<file path="config.mk">
export PLATFORM = sky130hd
export DESIGN_NAME = mag_est_pipe
export DESIGN_NICKNAME = d
export VERILOG_FILES = /design/src/rtl/mag_est_pipe.sv
export SDC_FILE = /design/constraint.sdc
export NUM_CORES = 1
export LEC_CHECK = 0
export CORE_MARGIN = 3
export CORE_UTILIZATION = 30
export CTS_BUF_LIST = sky130_fd_sc_hd__clkbuf_4 sky130_fd_sc_hd__clkbuf_8
export DETAILED_ROUTE_END_ITERATION = 16
export GPL_ROUTABILITY_DRIVEN = 0
export HOLD_SLACK_MARGIN = 0.15
export PLACE_DENSITY = 0.55
export SYNTH_ARGS = -nofsm -noshare
export SYNTH_HDL_FRONTEND = slang
export SYNTH_SLANG_ARGS = --single-unit
</file>
<file path="constraint.sdc">
create_clock -name clk -period 3.92 [get_ports clk]
set_input_delay 0.784 -clock clk [delete_from_list [all_inputs] [get_ports clk]]
set_output_delay 0.784 -clock clk [all_outputs]
set_load 0.005 [all_outputs]
</file>
<file path="src/rtl/mag_est_pipe.sv">
// ---------------------------------------------------------------------------
// mag_est_pipe
// Streaming magnitude estimator for signed (X,Y) pairs using the
// alpha-max-plus-beta-min approximation. Coefficient set is chosen per sample
// by a 2-bit mode tag that travels down the pipe with the data.
//   S1: abs(X), abs(Y) at W+1 bits (no wrap on the most negative value)
//   S2: max / min
//   S3: combine -> out_mag_o (registered)
// All stages advance together on en = !out_valid | out_ready; bubbles stay.
// Also keeps peak magnitude and a saturating transfer count.
//
// Ports
//   clk, rst_n     clock, asynchronous active-low reset
//   in_valid_i     input pair valid
//   in_ready_o     block accepts input this cycle (== en)
//   in_x_i, in_y_i signed W-bit samples
//   in_mode_i      coefficient mode, captured with the pair
//   out_valid_o    out_mag_o valid
//   out_ready_i    downstream accepts out_mag_o
//   out_mag_o      unsigned magnitude estimate, OUT_W bits
//   peak_mag_o     largest transferred out_mag since reset/clear
//   sample_cnt_o   saturating count of transferred outputs
//   stats_clr_i    synchronous clear of peak/count (a transfer wins)
// ---------------------------------------------------------------------------
module mag_est_pipe #(
    parameter int W     = 8,
    parameter int OUT_W = W + 1,
    parameter int CNT_W = 16
) (
    input  logic             clk,
    input  logic             rst_n,
    input  logic             in_valid_i,
    output logic             in_ready_o,
    input  logic [W-1:0]     in_x_i,
    input  logic [W-1:0]     in_y_i,
    input  logic [1:0]       in_mode_i,
    output logic             out_valid_o,
    input  logic             out_ready_i,
    output logic [OUT_W-1:0] out_mag_o,
    output logic [OUT_W-1:0] peak_mag_o,
    output logic [CNT_W-1:0] sample_cnt_o,
    input  logic             stats_clr_i
);

    // Absolute value widened by one bit so -2^(W-1) maps to +2^(W-1).
    function automatic logic [W:0] abs_ext(input logic [W-1:0] v);
        logic [W:0] e;
        e = {v[W-1], v};
        if (v[W-1]) begin
            abs_ext = ~e + {{W{1'b0}}, 1'b1};
        end else begin
            abs_ext = e;
        end
    endfunction

    // Alpha-max-plus-beta-min combine; shifts are logical and truncate.
    function automatic logic [OUT_W-1:0] combine(input logic [W:0] mx,
                                                 input logic [W:0] mn,
                                                 input logic [1:0] mode);
        logic [OUT_W-1:0] a;
        logic [OUT_W-1:0] b;
        a = OUT_W'(mx);
        b = OUT_W'(mn);
        case (mode)
            2'd1:    combine = a + (b >> 3'd2) + (b >> 3'd3);
            2'd2:    combine = a - (a >> 3'd4) + (b >> 3'd1) - (b >> 3'd5);
            2'd0,
            2'd3:    combine = a + (b >> 3'd1);
            default: combine = a + (b >> 3'd1);
        endcase
    endfunction

    logic             en_s;
    logic             xfer_s;
    logic [W:0]       ax_s;
    logic [W:0]       ay_s;

    logic             s1_valid_q, s1_valid_d;
    logic [W:0]       s1_ax_q,    s1_ax_d;
    logic [W:0]       s1_ay_q,    s1_ay_d;
    logic [1:0]       s1_mode_q,  s1_mode_d;
    logic             s2_valid_q, s2_valid_d;
    logic [W:0]       s2_max_q,   s2_max_d;
    logic [W:0]       s2_min_q,   s2_min_d;
    logic [1:0]       s2_mode_q,  s2_mode_d;
    logic             out_valid_q, out_valid_d;
    logic [OUT_W-1:0] out_mag_q,   out_mag_d;
    logic [OUT_W-1:0] peak_q,      peak_d;
    logic [CNT_W-1:0] cnt_q,       cnt_d;

    assign en_s   = !out_valid_q | out_ready_i;
    assign xfer_s = out_valid_q & out_ready_i;
    assign ax_s   = abs_ext(in_x_i);
    assign ay_s   = abs_ext(in_y_i);

    assign in_ready_o   = en_s;
    assign out_valid_o  = out_valid_q;
    assign out_mag_o    = out_mag_q;
    assign peak_mag_o   = peak_q;
    assign sample_cnt_o = cnt_q;

    // Pipeline next state: every stage moves on en, otherwise all hold.
    always_comb begin
        s1_valid_d  = s1_valid_q;
        s1_ax_d     = s1_ax_q;
        s1_ay_d     = s1_ay_q;
        s1_mode_d   = s1_mode_q;
        s2_valid_d  = s2_valid_q;
        s2_max_d    = s2_max_q;
        s2_min_d    = s2_min_q;
        s2_mode_d   = s2_mode_q;
        out_valid_d = out_valid_q;
        out_mag_d   = out_mag_q;
        if (en_s) begin
            s1_valid_d  = in_valid_i;
            s1_ax_d     = ax_s;
            s1_ay_d     = ay_s;
            s1_mode_d   = in_mode_i;
            s2_valid_d  = s1_valid_q;
            // On a tie both outputs take the same value.
            if (s1_ax_q >= s1_ay_q) begin
                s2_max_d = s1_ax_q;
                s2_min_d = s1_ay_q;
            end else begin
                s2_max_d = s1_ay_q;
                s2_min_d = s1_ax_q;
            end
            s2_mode_d   = s1_mode_q;
            out_valid_d = s2_valid_q;
            out_mag_d   = combine(s2_max_q, s2_min_q, s2_mode_q);
        end else begin
            out_valid_d = out_valid_q;
        end
    end

    // Stats next state: a transfer in the same cycle as a clear wins.
    always_comb begin
        peak_d = peak_q;
        cnt_d  = cnt_q;
        if (xfer_s) begin
            if (stats_clr_i) begin
                peak_d = out_mag_q;
                cnt_d  = {{(CNT_W-1){1'b0}}, 1'b1};
            end else begin
                peak_d = (out_mag_q > peak_q) ? out_mag_q : peak_q;
                cnt_d  = (cnt_q == {CNT_W{1'b1}}) ? cnt_q
                                                  : cnt_q + {{(CNT_W-1){1'b0}}, 1'b1};
            end
        end else if (stats_clr_i) begin
            peak_d = {OUT_W{1'b0}};
            cnt_d  = {CNT_W{1'b0}};
        end else begin
            peak_d = peak_q;
            cnt_d  = cnt_q;
        end
    end

    // State registers; reset discards everything in flight.
    always_ff @(posedge clk or negedge rst_n) begin
        if (!rst_n) begin
            s1_valid_q  <= 1'b0;
            s1_ax_q     <= {(W+1){1'b0}};
            s1_ay_q     <= {(W+1){1'b0}};
            s1_mode_q   <= 2'd0;
            s2_valid_q  <= 1'b0;
            s2_max_q    <= {(W+1){1'b0}};
            s2_min_q    <= {(W+1){1'b0}};
            s2_mode_q   <= 2'd0;
            out_valid_q <= 1'b0;
            out_mag_q   <= {OUT_W{1'b0}};
            peak_q      <= {OUT_W{1'b0}};
            cnt_q       <= {CNT_W{1'b0}};
        end else begin
            s1_valid_q  <= s1_valid_d;
            s1_ax_q     <= s1_ax_d;
            s1_ay_q     <= s1_ay_d;
            s1_mode_q   <= s1_mode_d;
            s2_valid_q  <= s2_valid_d;
            s2_max_q    <= s2_max_d;
            s2_min_q    <= s2_min_d;
            s2_mode_q   <= s2_mode_d;
            out_valid_q <= out_valid_d;
            out_mag_q   <= out_mag_d;
            peak_q      <= peak_d;
            cnt_q       <= cnt_d;
        end
    end

endmodule

</file>
After elaboration in Yosys (flattened, before gate mapping)
Cells that the tools add are included.
W data, S select, Z words.
{"block": "word_totals", "regBits": 77, "ramBits": 0, "latch_bits": 0, "n_memories": 0, "romBits": 0, "output_inout_bits": 36}
{"block": "classes", "n_reduce_logical": 7, "n_bitwise": 4, "shifts": 0, "multipliers": 0, "n_mux": 13, "n_eq_ne": 5, "order_cmp": 2, "div": 0, "n_addsub": 9}
{"operator": "$mux W9", "count": 8}
{"operator": "$mux W16", "count": 4}
{"operator": "$pmux W9 S3", "count": 1}
{"operator": "$add A9 B1 Y9 const B", "count": 2}
{"operator": "$add A9 B8 Y9", "count": 2}
{"operator": "$not A9 Y9", "count": 2}
{"operator": "$add A16 B1 Y16 const B", "count": 1}
{"operator": "$eq A16 B16 Y1 const B", "count": 1}
{"operator": "$add A9 B6 Y9", "count": 1}
{"operator": "$add A9 B7 Y9", "count": 1}
{"operator": "$ge A9 B9 Y1", "count": 1}
{"operator": "$gt A9 B9 Y1", "count": 1}
{"operator": "$sub A9 B4 Y9", "count": 1}
{"operator": "$sub A9 B5 Y9", "count": 1}
{"operator": "$eq A2 B2 Y1 const B", "count": 2}
{"operator": "$reduce_and A2 Y1", "count": 2}
{"operator": "$reduce_bool A2 Y1", "count": 2}
{"operator": "$eq A2 B1 Y1 const B", "count": 1}
{"operator": "$logic_not A2 Y1", "count": 1}
{"operator": "$ne A2 B2 Y1 const B", "count": 1}
{"operator": "$reduce_or A2 Y1", "count": 1}
{"operator": "$and A1 B1 Y1", "count": 1}
{"operator": "$logic_not A1 Y1", "count": 1}
{"operator": "$or A1 B1 Y1", "count": 1}

Longest topological paths before layout
Gate-level depths: netlist of the first run.
{"block": "depth", "word_depth": 4, "ltp_mapped": 14, "ltp_nobuf": 14}

Least setup slack after synthesis of the first run
OpenSTA, ideal clock, no wires.
{"block": "synth_path", "path_kind": "reg2reg", "start": "register s2_min_q[5]", "end": "register out_mag_q[8] (netlist: out_mag_o[8])", "n_path_buf": 0, "setup_slack_ps": 761, "arrival_time_ps": 3032, "path_stages_with_launch": 15, "required_ps": 3793, "period_less_slack_ps": 3159, "cell_sequence": "dfrtp_1 > inv_1 > fa_1 > inv_1 > fa_1 > inv_1 > ha_1 > inv_1 > fa_1 > nor2b_1 > o31a_1 > o221ai_1 > xnor2_1 > a221oi_1 > nor2_1"}
{"block": "synth_between", "elab_chain_len": 3}
{"element": "start: declaration", "line_no": "84", "text": "logic [W:0] s2_min_q, s2_min_d;"}
{"element": "start signal: assignment", "line_no": "167", "text": "s2_min_q <= {(W+1){1'b0}};"}
{"element": "start signal: assignment", "line_no": "180", "text": "s2_min_q <= s2_min_d;"}
{"element": "$add A9 B8 Y9 or $add A9 B7 Y9 (tied branches)", "line_no": "66, 65"}
{"element": "$sub A9 B4 Y9 or $add A9 B6 Y9 (tied branches)", "line_no": "66, 65"}
{"element": "$pmux W9 S3 *", "line_no": "64", "text": "case (mode)"}
{"element": "end signal: assignment", "line_no": "170", "text": "out_mag_q <= {OUT_W{1'b0}};"}
{"element": "end signal: assignment", "line_no": "183", "text": "out_mag_q <= out_mag_d;"}
{"element": "end: declaration", "line_no": "87", "text": "logic [OUT_W-1:0] out_mag_q, out_mag_d;"}
Mark *: on every way between the ends. The rest lies on a longest branch, timed or not.
A chain may end at the register's enable or synchronous reset.

Worst setup path in the final report of the first run
Ends and elaborated chain as after synthesis.

==> results of run 1 <==
==> per-stage QoR <==
stage / util [%] / power [µW] / instance area (µm²)
3_3_place_gp: 35.4 / 5680 / 6460
2_1_floorplan: - / 4580 / 5690
5_1_grt: 36.6 / 7170 / 6690
4_1_cts: 36.6 / 6490 / 6690
6_report: 36.6 / 6480 / 6690
3_5_place_dp: 35.4 / 5750 / 6460
==> synthesized netlist by cell type, types with 3 or more instances <==
master    instances
or3b_1            5
a21oi_1          25
xor2_1           17
mux2i_1          12
a211oi_1          6
nand2_1          51
inv_1            68
o21a_1            3
and3_1            6
ha_1             54
a21o_1            9
or3_1            15
fa_1             18
nand2b_1         12
o21ai_0          50
xnor2_1          18
dfrtp_1          76
o211ai_1          5
a31oi_1          18
nor2b_1           6
nand4_1           6
o22ai_1           5
buf_2             3
clkbuf_1         16
nand3_1          15
nor3_1            4
nor2_1           47
or3b_2            4
a221oi_1          4
==> power by group through the flow <==
stage               combinational [µW]  sequential [µW]  clock, µW
floorplan                         3340             1240          0
CTS                               4430             1340        718
global placement                  4340             1340          0
global route                      5050             1380        747
finish                            4460             1330        696
detailed placement                4400             1350          0
==> per-layer routing <==
| metal | track usage, % | part of all wire [%] | wire [µm] | vias up |
|---|---|---|---|---|
| li1 | - | - | - | 2258 |
| met3 | 2.93 | 3.6 | 494 | 15 |
| met1 | 18.9 | 48 | 6520 | 2143 |
| met5 | 0 | 0 | 0 | - |
| met4 | 4.01 | 1.8 | 243 | 0 |
| met2 | 22.0 | 47 | 6390 | 79 |
==> worst max-delay path, stage by stage, from the launching register on <==
cell	delay [ns]
dfrtp_1	0.50
inv_1	0.12
fa_1	0.49
inv_1	0.05
fa_1	0.42
inv_1	0.07
ha_1	0.18
inv_1	0.06
fa_1	0.41
nor2b_1	0.16
o31a_1	0.22
o221ai_1	0.16
xnor2_1	0.15
a221oi_1	0.24
nor2_1	0.08
==> final timing paths <==
check / from / to / slack, ns / cells past startpoint
max: s2_min_q[5] / out_mag_o[8] / 0.47 / 14
min: s2_valid_q / out_valid_o / 0.47 / 1
max reg2reg: s2_min_q[5] / out_mag_o[8] / 0.47 / 14
min reg2reg: s2_valid_q / out_valid_o / 0.47 / 1
max in group asynchronous: rst_n / s1_ay_q[6] / 2.73 / 1
min in group asynchronous: rst_n / peak_mag_o[4] / 0.54 / 1
==> flip-flops by register name, summed over array words and instances (netlist names) <==
signal / count
s2_valid_q: 1
sample_cnt_o: 16
s1_ax_q: 9
out_mag_o: 9
s2_max_q: 9
peak_mag_o: 9
s1_mode_q: 2
s2_mode_q: 2
out_valid_o: 1
s1_ay_q: 9
s2_min_q: 8
s1_valid_q: 1
==> kinds of logic (layout without fill, tap and decap cells) <==
kind of cell	after synthesis	after routing	synth area share, %
AOI/OAI and AO/OA	150	150	17.2
muxes	13	13	2.37
xor gates and xnor gates	35	35	5.38
buffers and inverters	93	145	6.59
adders and majority gates	72	72	18.2
DFF	76	76	33.4
and+or+nand+nor	185	185	16.8
==> layout by cell type, fill, tap and decap left out, types with 6 or more instances in the layout <==
cell,n
dfrtp_1,76
inv_1,67
clkdlybuf4s50_1,57
ha_1,54
nand2_1,51
o21ai_0,50
nor2_1,47
a21oi_1,25
xnor2_1,18
a31oi_1,18
fa_1,18
xor2_1,17
nand3_1,15
or3_1,15
mux2i_1,12
nand2b_1,12
a21o_1,9
clkbuf_8,9
nand4_1,6
a211oi_1,6
and3_1,6
==> layout make-up <==
cell class                 instances  area, µm²  share of cell area (%)
clock buffer                      10        131                    1.96
multi-input combinational        455       3420                    51.1
tap                              229        287                    4.28
clock inverter                     6       95.1                    1.42
timing repair buffer              61        601                    8.98
sequential                        76       1900                    28.4
inverter                          68        255                    3.82
==> flow_metrics.py, run 1 <==
metrics = {
    "run_status": {
        "status": "completed",
    },
    "logic_synthesis": {
        "async_flop_share_pct": 100,
        "syn_area_um2": 5690,
        "synthCells": 624,
        "ys_seq_area_share_pct": 33.4,
        "yosys_most_used_dff": "dfrtp_1",
        "syn_avg_cell_area_um2": 9.12,
        "ys_warn_count": 0,
        "synth_area_leader_cell": "dfrtp_1",
        "ys_types": 62,
        "synth-edff-count": 0,
        "ys_ff_latch": 76,
        "synth_area_leaders": "dfrtp_1, ha_1, fa_1, inv_1, o21ai_0",
        "synth_top_area_share_pct": 33.4,
        "syn-num-nets": 719,
    },
    "drt": {
        "routed_wl_mm": 13.6,
        "vias": 4495,
        "drtPass1Iterations": 4,
        "drt_first_iter_violations": 294,
        "vias_per_cell": 4.97,
        "drc": 0,
        "drtAntennaViolNets": 0,
        "routedWlPerCell_um": 15.1,
    },
    "timing": {
        "setup_viol": 0,
        "rsz0062_at_grt": "false",
        "maxSlewViolCount": 0,
        "finClkSkew_ns": 0.00828,
        "holdWs_ns": 0.468,
        "fmax_ghz": 0.290,
        "fin_crit_sh_pct": 87.9,
        "hold_viol_final": 0,
        "setup_ws_ns": 0.474,
        "worst_pin_slew_ns": 0.976,
        "finalWorstPathRequiredPeriod_ns": 3.45,
        "setup_tns_ns": 0,
        "timing.slew.headroom_pct": 34.9,
    },
    "clock_tree": {
        "cts_tree": "yes",
        "clkSlewWorstSetupHoldPaths_ns": 0.09,
        "cts_buffers": 9,
        "post-cts-setup-buffers": 0,
        "cts_root_buf": "clkbuf_8",
        "clockBufferDepth": 2,
        "clock-sinks": 76,
        "insertion_delay_ns": 0.38,
        "cts-htree-levels": 3,
        "cts_resized": 0,
        "ctsHoldBuffers": 0,
    },
    "pwr": {
        "internal-power_uw": 3440,
        "switching_share_pct": 47.0,
        "seq_power_share_pct": 20.5,
        "comb_power_share_pct": 68.8,
        "clock_power_share_pct": 10.7,
        "ir_worst_vdd_mv": 0.531,
        "powerDensity_nw_per_um2": 969,
        "p_sw_uw": 3050,
        "leakage_uw": 0.00295,
    },
    "floorplan": {
        "start_util_pct": 31.2,
        "ioPinCount": 59,
        "die_y_um": 144,
        "dieArea_um2": 20700,
        "die_x_um": 144,
        "core_area_um2": 18300,
        "rows": 49,
    },
    "placed_design": {
        "dp_cells": 889,
        "place_ws_ns": 0.511,
        "dp_hpwl_mm": 10.4,
        "portBuffers": 58,
    },
    "critical_path": {
        "critical_path_arrival_ns": 3.70,
        "crit_type": "flop to flop",
        "start_kind": "flop",
        "end_kind": "flop",
        "worstPathRequired_ns": 4.18,
        "critPathMaxFanout": 6,
    },
    "global_route": {
        "grt_pass1_vias": 4465,
        "grt_use_total_pct": 13.8,
        "grt.overflow.total": 0,
        "grt_max_degree": 77,
        "grt_pass1_wl_mm": 22.9,
        "antenna_found_initial": 0,
    },
    "cells_and_area": {
        "fillers": 1864,
        "syn2layout_area_growth_pct": 17.5,
        "nNetsFinal": 766,
        "drive_above_1_share_pct": 5.77,
        "antennaDiodeCount": 0,
        "fin_cells": 905,
    },
    "run": {
        "drv_cap": 0,
    },
    "min_path": {
        "worstHoldPathType": "flop to flop",
    },
}
No activity file was read; power rests on OpenSTA's default activity.
==> run 2, diff against run 1 <==
- GPL_ROUTABILITY_DRIVEN: 0 -> 1
- PLACE_DENSITY: 0.55 -> 0.57
==> flow_metrics.py, run 2 (synthesis results as in run 1) <==
metrics = {
    "timing": {
        "finalWorstPathRequiredPeriod_ns": 3.43,
        "worst_pin_slew_ns": 0.981,
        "rsz0062_at_grt": "false",
        "holdWs_ns": 0.464,
        "fmax_ghz": 0.291,
        "setup_viol": 0,
        "fin_crit_sh_pct": 87.5,
        "setup_tns_ns": 0,
        "timing.slew.headroom_pct": 34.6,
        "maxSlewViolCount": 0,
        "hold_viol_final": 0,
        "finClkSkew_ns": 0.00572,
    },
    "cells_and_area": {
        "syn2layout_area_growth_pct": 16.5,
        "fillers": 1902,
        "layout_common_cells": "dfrtp_1, inv_1, clkdlybuf4s50_1",
        "multi_input_area_um2": 3420,
        "seqCellArea_um2": 1900,
        "nNetsFinal": 766,
        "layout_commonest_cell": "dfrtp_1",
        "antennaDiodeCount": 0,
        "fin_util_pct": 36.3,
        "drive_above_1_share_pct": 5.92,
        "largest_reg_flops": 16,
    },
    "clock_tree": {
        "ctsHoldBuffers": 0,
        "cts_root_buf": "clkbuf_8",
        "cts-htree-levels": 3,
        "insertion_delay_ns": 0.37,
        "cts_resized": 0,
        "cts_tree": "yes",
        "clockBufferDepth": 2,
        "clock-sinks": 76,
        "cts_buffers": 9,
        "clkSlewWorstSetupHoldPaths_ns": 0.08,
        "post-cts-setup-buffers": 0,
    },
    "pwr": {
        "internal-power_uw": 3290,
        "comb_power_share_pct": 69.9,
        "powerDensity_nw_per_um2": 937,
        "ir_worst_vdd_mv": 0.550,
        "clock_power_share_pct": 8.9,
        "leakage_uw": 0.00292,
        "seq_power_share_pct": 21.2,
        "switching_share_pct": 47.2,
        "p_sw_uw": 2930,
    },
    "global_route": {
        "grt_pass1_wl_mm": 22.5,
        "grt_use_total_pct": 13.5,
        "grt_pass1_vias": 4373,
        "grt_max_degree": 77,
        "grt.overflow.total": 0,
        "antenna_found_initial": 0,
    },
    "floorplan": {
        "core_area_um2": 18300,
        "die_x_um": 144,
        "die_y_um": 144,
        "rows": 49,
        "ioPinCount": 59,
        "start_util_pct": 31.2,
        "dieArea_um2": 20700,
    },
    "critical_path": {
        "critical_path_arrival_ns": 3.68,
        "start_kind": "flop",
        "crit_type": "flop to flop",
        "end_kind": "flop",
        "worstPathRequired_ns": 4.17,
        "critPathMaxFanout": 6,
        "r2r_setup_slack_ns": 0.49,
    },
    "drt": {
        "drtAntennaViolNets": 0,
        "drt_first_iter_violations": 259,
        "vias": 4419,
        "drc": 0,
        "wl_met3_um": 376,
        "wl_met1_mm": 6.50,
        "met2_length_mm": 5.95,
        "routed_wl_mm": 13.0,
        "vias_per_cell": 4.88,
        "routedWlPerCell_um": 14.4,
        "drtPass1Iterations": 4,
        "top_layer": "met4",
    },
    "placed_design": {
        "gp_congestion": 0.841,
        "portBuffers": 58,
        "dp_hpwl_mm": 9.88,
    },
    "run_status": {
        "status": "completed",
    },
    "run": {
        "drv_cap": 0,
    },
    "min_path": {
        "worstHoldPathType": "flop to flop",
    },
}
-- run 2: worst paths after layout --
path	startpoint	to	cells after the start
max	s2_min_q[5]	out_mag_o[8]	14
min	s2_valid_q	out_valid_o	1
max reg2reg	s2_min_q[5]	out_mag_o[8]	14
min reg2reg	s2_valid_q	out_valid_o	1
max in group asynchronous	rst_n	s1_ax_q[5]	1
min in group asynchronous	rst_n	peak_mag_o[4]	1
-- run 2: routing by layer --
metal	vias up	track usage (%)
met5	-	0
li1	2262	-
met1	2090	19.0
met3	10	2.63
met2	57	21.2
met4	0	3.96
-- run 2: area by class of cell --
| type | count | area share (%) |
|---|---|---|
| multi-input cells | 455 | 51.5 |
| clock inverters | 6 | 0.604 |
| inverters | 68 | 3.85 |
| well taps | 229 | 4.32 |
| flip-flops and latches | 76 | 28.7 |
| clock buffers | 10 | 1.98 |
| repair buffers | 61 | 9.05 |
-- run 2: worst max-delay path: stages, from the launching register on --
cell and delay [ns]:
dfrtp_1 0.51, inv_1 0.13, fa_1 0.49, inv_1 0.05, fa_1 0.42, inv_1 0.06, ha_1 0.18, inv_1 0.06
fa_1 0.39, nor2b_1 0.15, o31a_1 0.22, o221ai_1 0.16, xnor2_1 0.15, a221oi_1 0.26, nor2_1 0.08
-- run 2: stage by stage --
step	total power, µW	area [µm²]	std cells	setup WS, ns
after floorplan	4580	5690	624	0.761
final	6220	6630	905	0.489
after CTS	6270	6630	905	0.506
after global placement	5690	6460	889	0.560
after global routing	7010	6630	905	0.205
after detailed placement	5680	6460	889	0.525
-- run 2: power groups by stage --
| stage | logic (µW) | clock network [µW] | registers, µW |
|---|---|---|---|
| floorplan | 3340 | 0 | 1240 |
| global placement | 4350 | 0 | 1340 |
| detailed placement | 4330 | 0 | 1350 |
| CTS | 4360 | 575 | 1340 |
| global route | 5030 | 607 | 1380 |
| finish | 4340 | 554 | 1320 |
